===== config.mk =====
export PLATFORM = sky130hd
export DESIGN_NAME = lcd_reader
export DESIGN_NICKNAME = d
export VERILOG_FILES = /design/src/rtl/lcd_reader_pkg.sv /design/src/rtl/lcd_reader_cycle_timer.sv /design/src/rtl/lcd_reader.sv
export SDC_FILE = /design/constraint.sdc
export NUM_CORES = 1
export LEC_CHECK = 0
export CAP_MARGIN = 20
export CORE_MARGIN = 8
export CORE_UTILIZATION = 45
export DETAILED_ROUTE_END_ITERATION = 6
export PLACE_DENSITY_LB_ADDON = 0.08
export RECOVER_POWER = 100
export SYNTH_ARGS = -nofsm -noshare
export SYNTH_HDL_FRONTEND = slang
export SYNTH_SLANG_ARGS = --single-unit

===== constraint.sdc =====
create_clock -name iCLK -period 2.05 [get_ports iCLK]
set_input_delay 0.615 -clock iCLK [delete_from_list [all_inputs] [get_ports iCLK]]
set_output_delay 0.615 -clock iCLK [all_outputs]
set_load 0.05 [all_outputs]

===== src/rtl/lcd_reader_pkg.sv =====
// Shared definitions for the HD44780 LCD reader and writer: FSM state
// encodings, command codes, RS constants and counter sizing helpers.
// Optional feature macro: LCD_BUSY_POLL_EN (adds the POLL_WAIT state).
package lcd_reader_pkg;

  // Reader FSM states
  typedef enum logic [2:0] {
    ST_IDLE      = 3'd0,
    ST_SETUP     = 3'd1,
    ST_EN_HI     = 3'd2,
    ST_HOLD      = 3'd3
`ifdef LCD_BUSY_POLL_EN
    ,
    ST_POLL_WAIT = 3'd4
`endif
  } lcd_state_e;

  // HD44780 command codes used by the writer
  localparam logic [7:0] LCD_CMD_CLEAR       = 8'h01;
  localparam logic [7:0] LCD_CMD_DISP_CURSOR = 8'h0E;
  localparam logic [7:0] LCD_CMD_SHIFT_L     = 8'h10;
  localparam logic [7:0] LCD_CMD_SHIFT_R     = 8'h14;

  // RS pin meaning
  localparam logic LCD_RS_CMD  = 1'b0;
  localparam logic LCD_RS_DATA = 1'b1;

  // Largest of the four cycle parameters
  function automatic int max_cyc(input int a, input int b, input int c, input int d);
    int m;
    m = a;
    if (b > m) m = b;
    if (c > m) m = c;
    if (d > m) m = d;
    return m;
  endfunction

  // Down-counter width able to hold the largest reload value without wrapping
  function automatic int cnt_width(input int max_val);
    return $clog2(max_val) + 1;
  endfunction

endpackage


===== src/rtl/lcd_reader_cycle_timer.sv =====
// Loadable down-counter with a zero flag. Loading N-1 makes the zero flag
// appear on the N-th cycle after the load, so a state lasts N cycles.
// The counter holds at zero instead of wrapping.
module lcd_reader_cycle_timer #(
  parameter int W = 5
) (
  input  logic         clk_i,
  input  logic         rst_i,
  input  logic         load_i,
  input  logic [W-1:0] load_val_i,
  output logic         zero_o
);

  logic [W-1:0] count_q;
  logic [W-1:0] count_d;

  assign zero_o = (count_q == {W{1'b0}});

  // Next count: reload has priority, otherwise count down and stop at zero
  always_comb begin
    count_d = count_q;
    if (load_i) begin
      count_d = load_val_i;
    end else if (!zero_o) begin
      count_d = count_q - {{(W-1){1'b0}}, 1'b1};
    end else begin
      count_d = count_q;
    end
  end

  // Counter register with synchronous reset
  always_ff @(posedge clk_i) begin
    if (rst_i) begin
      count_q <= {W{1'b0}};
    end else begin
      count_q <= count_d;
    end
  end

endmodule


===== src/rtl/lcd_reader.sv =====
// HD44780 read engine: runs one RW=1 cycle (busy/address or data RAM read)
// per rising edge of iStart and returns the captured byte with oDone.
// Optional feature macro: LCD_BUSY_POLL_EN -- busy/address reads repeat,
// separated by POLL_GAP cycles, until the captured busy flag is clear.
module lcd_reader
  import lcd_reader_pkg::*;
#(
  parameter int CLK_Divide = 16,
  parameter int SETUP_CYC  = 2,
  parameter int HOLD_CYC   = 2,
  parameter int POLL_GAP   = 8
) (
  input  logic       iCLK,
  input  logic       iRST,
  input  logic       iStart,
  input  logic       iRS,
  output logic       oDone,
  output logic [7:0] oDATA,
  output logic       oBF,
  output logic [6:0] oADDR,
  output logic       oBUS_ACT,
  input  logic [7:0] LCD_DQ,
  output logic       LCD_RW,
  output logic       LCD_EN,
  output logic       LCD_RS
);

  localparam int CNT_W = cnt_width(max_cyc(CLK_Divide, SETUP_CYC, HOLD_CYC, POLL_GAP));

  localparam logic [CNT_W-1:0] SETUP_LD = CNT_W'(SETUP_CYC - 1);
  localparam logic [CNT_W-1:0] EN_LD    = CNT_W'(CLK_Divide - 1);
  localparam logic [CNT_W-1:0] HOLD_LD  = CNT_W'(HOLD_CYC - 1);
`ifdef LCD_BUSY_POLL_EN
  localparam logic [CNT_W-1:0] GAP_LD   = CNT_W'(POLL_GAP - 1);
`endif

  lcd_state_e state_q;
  lcd_state_e state_d;

  logic       start_s1_q;
  logic       start_s2_q;
  logic       start_s;

  logic       rs_q;
  logic       rs_d;
  logic       en_q;
  logic       rw_q;
  logic       rs_pin_q;
  logic       bus_act_q;
  logic       done_q;
  logic [7:0] data_q;
  logic       bf_q;
  logic [6:0] addr_q;

  logic             load_s;
  logic [CNT_W-1:0] load_val_s;
  logic             zero_s;
  logic             capture_s;
  logic             done_set_s;
  logic             done_clr_s;
  logic             latch_rs_s;
  logic             pins_act_s;

  // A start is the first cycle iStart is seen high after being low
  assign start_s = start_s1_q & ~start_s2_q;

  lcd_reader_cycle_timer #(
    .W(CNT_W)
  ) u_timer (
    .clk_i      (iCLK),
    .rst_i      (iRST),
    .load_i     (load_s),
    .load_val_i (load_val_s),
    .zero_o     (zero_s)
  );

  // Register iStart twice for edge detection
  always_ff @(posedge iCLK) begin
    if (iRST) begin
      start_s1_q <= 1'b0;
      start_s2_q <= 1'b0;
    end else begin
      start_s1_q <= iStart;
      start_s2_q <= start_s1_q;
    end
  end

  // Next-state logic, timer reloads and capture/handshake strobes
  always_comb begin
    state_d    = state_q;
    load_s     = 1'b0;
    load_val_s = {CNT_W{1'b0}};
    capture_s  = 1'b0;
    done_set_s = 1'b0;
    done_clr_s = 1'b0;
    latch_rs_s = 1'b0;
    case (state_q)
      ST_IDLE: begin
        if (start_s) begin
          state_d    = ST_SETUP;
          load_s     = 1'b1;
          load_val_s = SETUP_LD;
          done_clr_s = 1'b1;
          latch_rs_s = 1'b1;
        end else begin
          state_d = ST_IDLE;
        end
      end
      ST_SETUP: begin
        if (zero_s) begin
          state_d    = ST_EN_HI;
          load_s     = 1'b1;
          load_val_s = EN_LD;
        end else begin
          state_d = ST_SETUP;
        end
      end
      ST_EN_HI: begin
        if (zero_s) begin
          state_d    = ST_HOLD;
          load_s     = 1'b1;
          load_val_s = HOLD_LD;
          capture_s  = 1'b1;
        end else begin
          state_d = ST_EN_HI;
        end
      end
      ST_HOLD: begin
        if (zero_s) begin
`ifdef LCD_BUSY_POLL_EN
          // Busy reads loop until the panel reports ready
          if ((rs_q == LCD_RS_CMD) && bf_q) begin
            state_d    = ST_POLL_WAIT;
            load_s     = 1'b1;
            load_val_s = GAP_LD;
          end else begin
            state_d    = ST_IDLE;
            done_set_s = 1'b1;
          end
`else
          state_d    = ST_IDLE;
          done_set_s = 1'b1;
`endif
        end else begin
          state_d = ST_HOLD;
        end
      end
`ifdef LCD_BUSY_POLL_EN
      ST_POLL_WAIT: begin
        if (zero_s) begin
          state_d    = ST_SETUP;
          load_s     = 1'b1;
          load_val_s = SETUP_LD;
        end else begin
          state_d = ST_POLL_WAIT;
        end
      end
`endif
      default: begin
        state_d = ST_IDLE;
      end
    endcase
  end

  // Pin-drive view of the next state: RS/RW valid only inside a read cycle
  always_comb begin
    rs_d       = rs_q;
    pins_act_s = 1'b0;
    if (latch_rs_s) begin
      rs_d = iRS;
    end else begin
      rs_d = rs_q;
    end
    if ((state_d == ST_SETUP) || (state_d == ST_EN_HI) || (state_d == ST_HOLD)) begin
      pins_act_s = 1'b1;
    end else begin
      pins_act_s = 1'b0;
    end
  end

  // FSM state and registered LCD pin controls
  always_ff @(posedge iCLK) begin
    if (iRST) begin
      state_q   <= ST_IDLE;
      rs_q      <= 1'b0;
      en_q      <= 1'b0;
      rw_q      <= 1'b0;
      rs_pin_q  <= 1'b0;
      bus_act_q <= 1'b0;
    end else begin
      state_q   <= state_d;
      rs_q      <= rs_d;
      en_q      <= (state_d == ST_EN_HI);
      rw_q      <= pins_act_s;
      rs_pin_q  <= pins_act_s & rs_d;
      bus_act_q <= (state_d != ST_IDLE);
    end
  end

  // Captured byte, status fields and done handshake
  always_ff @(posedge iCLK) begin
    if (iRST) begin
      data_q <= 8'h00;
      bf_q   <= 1'b0;
      addr_q <= 7'h00;
      done_q <= 1'b0;
    end else begin
      if (capture_s) begin
        data_q <= LCD_DQ;
        if (rs_q == LCD_RS_CMD) begin
          bf_q   <= LCD_DQ[7];
          addr_q <= LCD_DQ[6:0];
        end
      end
      if (done_clr_s) begin
        done_q <= 1'b0;
      end else if (done_set_s) begin
        done_q <= 1'b1;
      end
    end
  end

  assign oDone    = done_q;
  assign oDATA    = data_q;
  assign oBF      = bf_q;
  assign oADDR    = addr_q;
  assign oBUS_ACT = bus_act_q;
  assign LCD_RW   = rw_q;
  assign LCD_EN   = en_q;
  assign LCD_RS   = rs_pin_q;

endmodule


# Yosys cells after proc, flatten, opt, wreduce, memory -nomap -nowiden
# Cells that the tools add are included.
[word_totals] out_inout_bits=21 romBits=0 inputBits=12 elab_cells=52 mem_bits_rw=0 memories=0 ff_bits=32 latchBits=0
[classes] n_shift=0 mul=0 magnitude_cmp=0 n_eq_ne=7 n_addsub=1 n_mux=19 bitwise=4 n_div=0 reduce_logical=8
[ops] operator="$eq A3 B2 Y1 const B" count=4
[ops] operator="$pmux W3 S4" count=1
[ops] operator="$pmux W4 S3" count=1
[ops] operator="$mux W1" count=11
[ops] operator="$mux W5" count=2
[ops] operator="$eq A3 B1 Y1 const B" count=2
[ops] operator="$logic_not A5 Y1" count=1
[ops] operator="$sub A5 B1 Y5 const B" count=1
[ops] operator="$mux W2" count=2
[ops] operator="$mux W4" count=1
[ops] operator="$reduce_or A2 Y1" count=2
[ops] operator="$logic_not A3 Y1" count=1
[ops] operator="$reduce_bool A3 Y1" count=1
[ops] operator="$and A1 B1 Y1" count=2
[ops] operator="$logic_or A1 B1 Y1" count=2
[ops] operator="$ne A2 B2 Y1 const B" count=1
[ops] operator="$not A1 Y1" count=2
[ops] operator="$pmux W1 S2" count=1
[ops] operator="$reduce_and A2 Y1" count=1

# Logic depth before layout (Yosys ltp)
# Gate-level depths: netlist of run 1.
[logic_depth] ltp_word=9 depth_mapped=7 mapped_depth_nobuf=6

# Hierarchy
# From an unflattened synthesis of run 1, not the netlist that was laid out.
[unflattened] hier_cells=139 area_unflattened_um2=1323.8
[modules_own_cells] module="lcd_reader" cells_each=107 area_per_inst_um2=1034.7 seq_area_each_um2=500.5 n_inst=1
[modules_own_cells] module="lcd_reader_cycle_timer" cells_each=32 area_per_inst_um2=289.0 seq_area_each_um2=100.1 n_inst=1

# Worst setup path after synthesis of run 1
# Ideal clock, no wire load.
[synth_timing] path_kind="register to register" start="register u_timer.count_q[0]" end="register u_timer.count_q[0]" arrival_ns=1.504 t_required_ns=1.922 period_less_slack_ns=1.632 n_path_buf=0 stages_incl_launch_ff=7 slack_ns=0.418 setup_time_ns=0.128 path_cell_list="dfxtp_1 -> inv_1 -> ha_1 -> or4b_4 -> nor4_1 -> o32a_1 -> nor2_1"
[synth_between] elab_chain_len=4 word_cells_on_any_way=10 classes_between="add/sub: 1; eq/ne: 1; mux: 7; reduce/logical: 1"
[synth_rtl] item="from (decl)" line="lcd_reader_cycle_timer.sv:14" text="logic [W-1:0] count_q;"
[synth_rtl] item="from (signal assigned)" line="lcd_reader_cycle_timer.sv:34" text="count_q <= {W{1'b0}};"
[synth_rtl] item="from (signal assigned)" line="lcd_reader_cycle_timer.sv:36" text="count_q <= count_d;"
[synth_rtl] item="branches (longest 4 deep; another with $sub A5 B1 Y5)"
# Parallel ways; which one is timed is not known. The select of a mux whose other input is x is not followed.
# A chain may end at the register's enable or synchronous reset.

# Worst setup path in the final report of run 1
[layout_timing] start="register u_timer.count_q[0]" end="register bus_act_q (netlist: oBUS_ACT)"
[layout_between] elab_chain_len=4 word_cells_on_any_way=6 classes_between="mux: 4; reduce/logical: 2"
[layout_rtl] item="$logic_not A5 Y1 (*)" line="lcd_reader_cycle_timer.sv:17" text="assign zero_o = (count_q == {W{1'b0}});"
[layout_rtl] item="$mux W2 (tied with other cells)" line="lcd_reader.sv:129" text="if (zero_s) begin"
[layout_rtl] item="$pmux W3 S4 (*)" line="lcd_reader.sv:97" text="case (state_q)"
[layout_rtl] item="$reduce_bool A3 Y1 (*)" line="lcd_reader.sv:196" text="bus_act_q <= (state_d != ST_IDLE);"
[layout_rtl] item="to (signal assigned)" line="lcd_reader.sv:196"
[layout_rtl] item="to (decl)" line="lcd_reader.sv:49" text="logic bus_act_q;"
# Mark *: on every way between the ends. The rest lies on a longest branch, timed or not.

==> results of run 1 <==
==> worst paths after layout <==
| check | start | end | slack (ns) | cells past startpoint |
|---|---|---|---|---|
| worst max-delay path | u_timer.count_q[0] | oBUS_ACT | 0.25 | 6 |
| worst max register to register | u_timer.count_q[0] | oBUS_ACT | 0.25 | 6 |
| worst min register to register | oDATA[0] | oDATA[0] | 0.46 | 2 |
| worst min-delay path | oDATA[0] | oDATA[0] | 0.46 | 2 |
==> metal layers <==
metal	GRT usage, %	vias up	routed length [um]
met1	14.4	482	1400
met4	6.38	0	81
met5	0	-	0
met3	6.15	9	197
met2	20.9	33	1350
li1	-	545	-
==> Yosys cell counts, types with 2 or more instances <==
library cell	instances	area share [%]
mux2i_1	10	7.9
buf_2	4	1.6
a21oi_1	16	6.3
nor3_1	5	2.0
nand3_1	8	3.2
inv_1	6	1.8
nor2_1	14	4.2
nand3b_1	2	1.2
nor2b_1	3	1.5
xor2_1	2	1.4
ha_1	6	5.9
nand2_1	13	3.9
clkbuf_1	3	0.89
dfxtp_1	30	47
==> report_power, final <==
part	internal [mW]	switching, mW	leakage (nW)
clock	0.284	0.194	0.0443
sequential	0.660	0.0605	0.244
combinational	0.295	0.493	0.371
==> per-stage QoR <==
stage	power, mW	worst slack, ns	cells	utilization [%]	instance area, um^2
after floorplan	1.35	0.418	138	-	1270
after global routing	2.12	0.106	205	57.6	1560
final	1.99	0.252	205	57.6	1560
after detailed placement	1.57	0.281	198	58.0	1570
after global placement	1.56	0.312	198	58.0	1570
after CTS	2.05	0.295	205	61.0	1650
==> area by class of cell <==
| cell class | instances | share of cell area (%) |
|---|---|---|
| clock inverters | 1 | 1.92 |
| clock buffers | 6 | 3.29 |
| flip-flops and latches | 30 | 38.5 |
| repair buffers | 37 | 13.9 |
| inverters | 6 | 1.44 |
| well taps | 31 | 2.48 |
| multi-input cells | 94 | 38.5 |
==> registers in the layout, summed over array words and instances (netlist names) <==
register / cells
state_q: 2
oDone: 1
oDATA: 8
LCD_EN: 1
start_s1_q: 1
LCD_RS: 1
oBUS_ACT: 1
start_s2_q: 1
oBF: 1
u_timer.count_q: 5
rs_q: 1
oADDR: 7
==> cell families (layout without fill, tap and decap cells) <==
logic type / after synthesis / count (layout) / synth area share [%]
AND/OR/NAND/NOR: 53 / 53 / 21.7
XOR/XNOR: 2 / 2 / 1.38
AO/OA/AOI/OAI: 23 / 23 / 10.8
buffers and inverters: 14 / 50 / 4.84
adder cells (fa/ha/maj): 6 / 6 / 5.93
flip-flops: 30 / 30 / 47.4
multiplexers: 10 / 10 / 7.91
==> tightest hold or removal path: cells and delay by family (launching register included) <==
| family | cells | cell delay, ns |
|---|---|---|
| and+or+nand+nor | 1 | 0.05 |
| AOI/OAI and AO/OA | 1 | 0.05 |
| DFF | 1 | 0.32 |
==> results by group, run 1 <==
Critical path
  • Crit-path slowest cell: or4b_1
  • Bufs and invs on worst path: 1
  • CP required: 2.28 ns
  • Worst path most repeated cell: a21oi_1
  • Critical path, cell by cell: inv_1 -> ha_1 -> or4b_1 -> a21oi_1 -> a21oi_1 -> or2_1
  • Crit Path Class: flop to flop
  • Critical Path AT: 2.02 ns
  • Worst path max stage delay: 0.54 ns
  • Startpoint types: flop
  • Worst setup EP type: flop
  • Top delay family on crit path: simple AND/OR/NAND/NOR gates
  • Worst Path Max Fanout: 4

Placement
  • GP Congestion: 0.823
  • PortBufs: 32
  • HPWL Detailed: 2.25 mm

Synth
  • Sequential area share after synthesis: 47.4%
  • Mean Syn Cell Area: 9.18 um^2
  • Register bit count reported by yosys: 30
  • Yosys synthesis warning count: 0
  • Mapped Cells: 138
  • Synth Flop Type: dfxtp_1
  • Post-Syn Area: 1270 um^2
  • Distinct cells, synth: 30
  • EDFF count, synth: 0
  • Syn_nets: 156
  • Post-synth ARST share: 0%

CTS
  • CTS tree: built
  • Clk sink count: 30
  • Clk_lat worst skew: 0.33 ns
  • Reg clk slew, reported paths: 0.09 ns
  • Root Driver: clkbuf_4
  • CTS resizes: 0
  • Longest Clk Path Bufs: 2
  • Cts bufs inserted: 5
  • Post-CTS Setup Inserts: 0
  • H-tree levels: 2
  • CTS Hold Bufs: 0

Global route
  • Global Route Usage Sum: 13.2%
  • Initial antenna violation count: 0
  • Grt ovf: 0
  • Wire length of the first global-routing pass: 5.18 mm
  • Vias in the first global route: 1,116
  • Largest net degree at the start of global routing: 19

Final layout
  • Layout net count: 192
  • Area Growth Syn to Fin: 23.3%
  • Most frequent cells in the layout: dfxtp_1, clkbuf_1, a21oi_1
  • Register area: 601 um^2
  • Share of cells above drive strength 1: 7.47%
  • Fillers: 281
  • Most common cell after layout, fill and taps aside: dfxtp_1
  • Final antenna diode count: 0
  • Area of the multi-input gates: 601 um^2

Detailed routing
  • Vias/cell: 5.21
  • DR iter-0 viols: 34
  • TritonRoute pass-1 iters: 4
  • DRC viols: 0
  • DR WL/cell: 14.8 um
  • DRT antenna net count: 0
  • Vias: 1,069
  • Final WL: 3.03 mm

Power
  • Leak pwr: 0.659 nW
  • Pwr Density: 1270 nW/um^2
  • Max VDD drop: 908 uV

Floorplan
  • Die height: 69.0 um
  • Die width: 69.0 um
  • I/O pin count: 33
  • Full die area: 4770 um^2
  • Initial Util: 46.7%
  • Core Region: 2710 um^2
  • Row count: 19

STA
  • Final hold vios: 0
  • Worst hold margin: 0.459 ns
  • Least-Margin Pin Slew: 0.621 ns
  • Max-Slew Margin vs Limit: 58.8%
  • RSZ-0062 raised after global routing: false
  • Highest Clock Rate: 556 MHz
  • Final Critical Period: 1.80 ns
  • Setup TNS: 0 ns
  • Final count of negative-setup-slack endpoints: 0
  • Worst clock skew: 0.00840 ns
  • Fin. max-slew vios: 0
  • Fin crit share: 87.7%

Job
  • Max cap viols: 0

Hold path
  • Min-delay worst type: flop to flop

Status
  • Status: complete, no violations
(Power assumes the default switching activity.)
==> run 2: changes to the inputs <==
ABC_AREA = 1   (was default)
SYNTH_HIERARCHICAL = 1   (was default)
==> results by group, run 2 <==
Status
  • Status: complete, no violations

Final layout
  • Final non-filler cell total: 246 (+20%)
  • Largest register FFs: 8 (unchanged)
  • Design area: 1580 um^2 (+1.4%)
  • Most frequent cells in the layout: nor2_1, nand2_1, dfxtp_1
  • Area Growth Syn to Fin: 18.3%
  • Final antenna diode count: 0 (unchanged)
  • Layout net count: 233 (+21%)
  • Most common cell after layout, fill and taps aside: nor2_1
  • Share of cells above drive strength 1: 7.91% (+0.44 points)

Floorplan
  • Die width: 70.5 um (+2.1%)
  • Initial Util: 48.1% (+1.4 points)
  • Die height: 70.5 um (+2.1%)
  • I/O pin count: 33 (unchanged)
  • Row count: 19 (unchanged)
  • Core Region: 2780 um^2 (+2.6%)
  • Full die area: 4970 um^2 (+4.3%)

Synth
  • Distinct cells, synth: 27 (-10%)
  • Synth top area share: 44.9% (-2.5 points)
  • Mapped Cells: 177 (+28%)
  • Post-Syn Area: 1340 um^2 (+5.6%)
  • Register bit count reported by yosys: 30 (unchanged)
  • EDFF count, synth: 0 (unchanged)
  • Synth Flop Type: dfxtp_1
  • Syn_nets: 196 (+26%)
  • Area leader, netlist: dfxtp_1
  • Leading cell types by total area after synthesis: dfxtp_1, nor2_1, nand2_1, ha_1, inv_1
  • Commonest cells post-synth: nor2_1, nand2_1, dfxtp_1
  • Post-synth ARST share: 0% (unchanged)
  • Count leader, synth: nor2_1
  • Sequential area share after synthesis: 44.9% (-2.5 points)
  • Yosys synthesis warning count: 6 (+6)
  • Mean Syn Cell Area: 7.56 um^2 (-18%)

Critical path
  • CP required: 2.28 ns (about the same)
  • Worst setup EP type: flop
  • Worst Path Max Fanout: 7 (+3)
  • Critical Path AT: 2.05 ns (+0.03 ns)
  • Critical path, cell by cell: inv_1 -> ha_1 -> nand3_2 -> clkinv_2 -> nand2_1 -> a21oi_2 -> inv_1 -> nand4_1 -> nor2_1 -> nor3_1
  • Startpoint types: flop
  • Worst path most repeated cell: inv_1
  • Crit-path slowest cell: dfxtp_1
  • Crit Path Class: flop to flop
  • Worst path max stage delay: 0.33 ns (-0.21 ns)

Detailed routing
  • DRC viols: 0 (unchanged)
  • DR WL/cell: 11.7 um (-21%)
  • DRT antenna net count: 0 (unchanged)
  • Vias/cell: 4.78 (-8.4%)
  • Final WL: 2.87 mm (-5.5%)
  • TritonRoute pass-1 iters: 4 (unchanged)
  • Vias: 1,175 (+9.9%)
  • DR iter-0 viols: 60 (+76%)

Global route
  • Largest net degree at the start of global routing: 16 (-3)
  • Global Route Usage Sum: 12.3% (-0.84 points)
  • Initial antenna violation count: 0 (unchanged)
  • Grt ovf: 0 (unchanged)
  • Vias in the first global route: 1,191 (+6.7%)
  • Wire length of the first global-routing pass: 5.13 mm (-0.95%)

Power
  • Leak pwr: 0.721 nW (+9.4%)
  • Pwr Density: 1160 nW/um^2 (-8.5%)
  • Max VDD drop: 803 uV (-12%)

Placement
  • Area post-placement: 1630 um^2 (+3.7%)
  • PortBufs: 32 (unchanged)
  • GP Congestion: 0.876 (+6.5%)
  • HPWL Detailed: 2.29 mm (+1.4%)
  • Placed cells: 238 (+20%)

STA
  • Final count of negative-setup-slack endpoints: 0 (unchanged)
  • Setup TNS: 0 ns (unchanged)
  • Fin crit share: 88.6% (+0.86 points)
  • Fin. max-slew vios: 0 (unchanged)
  • Highest Clock Rate: 551 MHz (-0.97%)
  • Worst hold margin: 0.437 ns (-0.0221 ns)
  • RSZ-0062 raised after global routing: false
  • Least-Margin Pin Slew: 0.677 ns (+0.0559 ns)
  • Worst clock skew: 0.00807 ns (-0.000326 ns)
  • Final hold vios: 0 (unchanged)
  • Max-Slew Margin vs Limit: 54.9% (-3.9 points)
  • Final Critical Period: 1.82 ns (+0.0176 ns)

CTS
  • Clk sink count: 30 (unchanged)
  • CTS Hold Bufs: 0 (unchanged)
  • Root Driver: clkbuf_4
  • CTS tree: built
  • CTS resizes: 0 (unchanged)
  • H-tree levels: 2 (unchanged)
  • Post-CTS Setup Inserts: 0 (unchanged)
  • Cts bufs inserted: 5 (unchanged)
  • Longest Clk Path Bufs: 2 (unchanged)
  • Clk_lat worst skew: 0.32 ns (about the same)
  • Reg clk slew, reported paths: 0.09 ns (about the same)

Hold path
  • Min-delay worst type: flop to flop

Job
  • Max cap viols: 0 (unchanged)
run 2: cell count changes after synthesis, moves of 5 or more:
cell	change
nand2_1	+18
o21ai_0	+11
a21oi_1	-5
mux2i_1	-10
inv_1	+16
nor2_1	+22
run 2: logic make-up (layout without fill, tap and decap cells):
group                      count (synthesis)  in the layout  share of synthesized area (%)
and+or+nand+nor                           82             82                           27.8
DFF                                       30             30                           44.9
buffers and inverters                     30             68                           9.92
AOI/OAI and AO/OA                         26             26                           9.92
adders and majority gates                  7              7                           6.55
other                                      1              1                          0.280
xor gates and xnor gates                   1              1                          0.655
run 2: metrics by stage:
stage	power, mW	setup WS [ns]	util, %
after global routing	2.00	0.0590	56.9
after CTS	1.93	0.182	60.7
after floorplan	1.39	0.448	-
after detailed placement	1.57	0.199	58.6
after global placement	1.55	0.287	58.6
final	1.84	0.234	56.9
run 2: report_power, final:
part | total, mW | internal [mW] | switching, mW | leakage, nW
registers | 0.725 | 0.668 | 0.0571 | 0.244
logic | 0.760 | 0.240 | 0.520 | 0.442
clock network | 0.357 | 0.166 | 0.191 | 0.0353
total | 1.84 | 1.07 | 0.768 | 0.721
run 2: final timing paths:
| path | from | endpoint | slack (ns) | cells past startpoint |
|---|---|---|---|---|
| max | u_timer/count_q[0] | u_timer/count_q[1] | 0.23 | 10 |
| min reg2reg | start_s1_q | start_s2_q | 0.44 | 2 |
| min | start_s1_q | start_s2_q | 0.44 | 2 |
| max reg2reg | u_timer/count_q[0] | u_timer/count_q[1] | 0.23 | 10 |
run 2: layer usage:
layer  routed length, um  share of wire [%]  track usage, %  vias up
li1                    -                  -               -      622
met1                1310                 46            14.3      530
met2                1400                 49            20.1       19
met3                 114                4.0            4.10        4
met4                  35                1.2            5.36        0
met5                   0                  0               0        -
run 2: cell type report:
class / count / area, um^2
Timing Repair Buffer: 35 / 208
Multi-Input combinational cell: 117 / 581
Tap cell: 31 / 38.8
Clock buffer: 7 / 55.1
Clock inverter: 1 / 5.00
Fill cell: 293 / 1200
Sequential cell: 30 / 601
Inverter: 25 / 95.1
run 2: critical path, delay by kind of cell, from the launching register on:
| family | cells | cell delay [ns] |
|---|---|---|
| simple gates | 5 | 0.61 |
| flops | 1 | 0.33 |
| buf+inv | 3 | 0.33 |
| fa+ha+maj | 1 | 0.25 |
| compound gates | 1 | 0.23 |
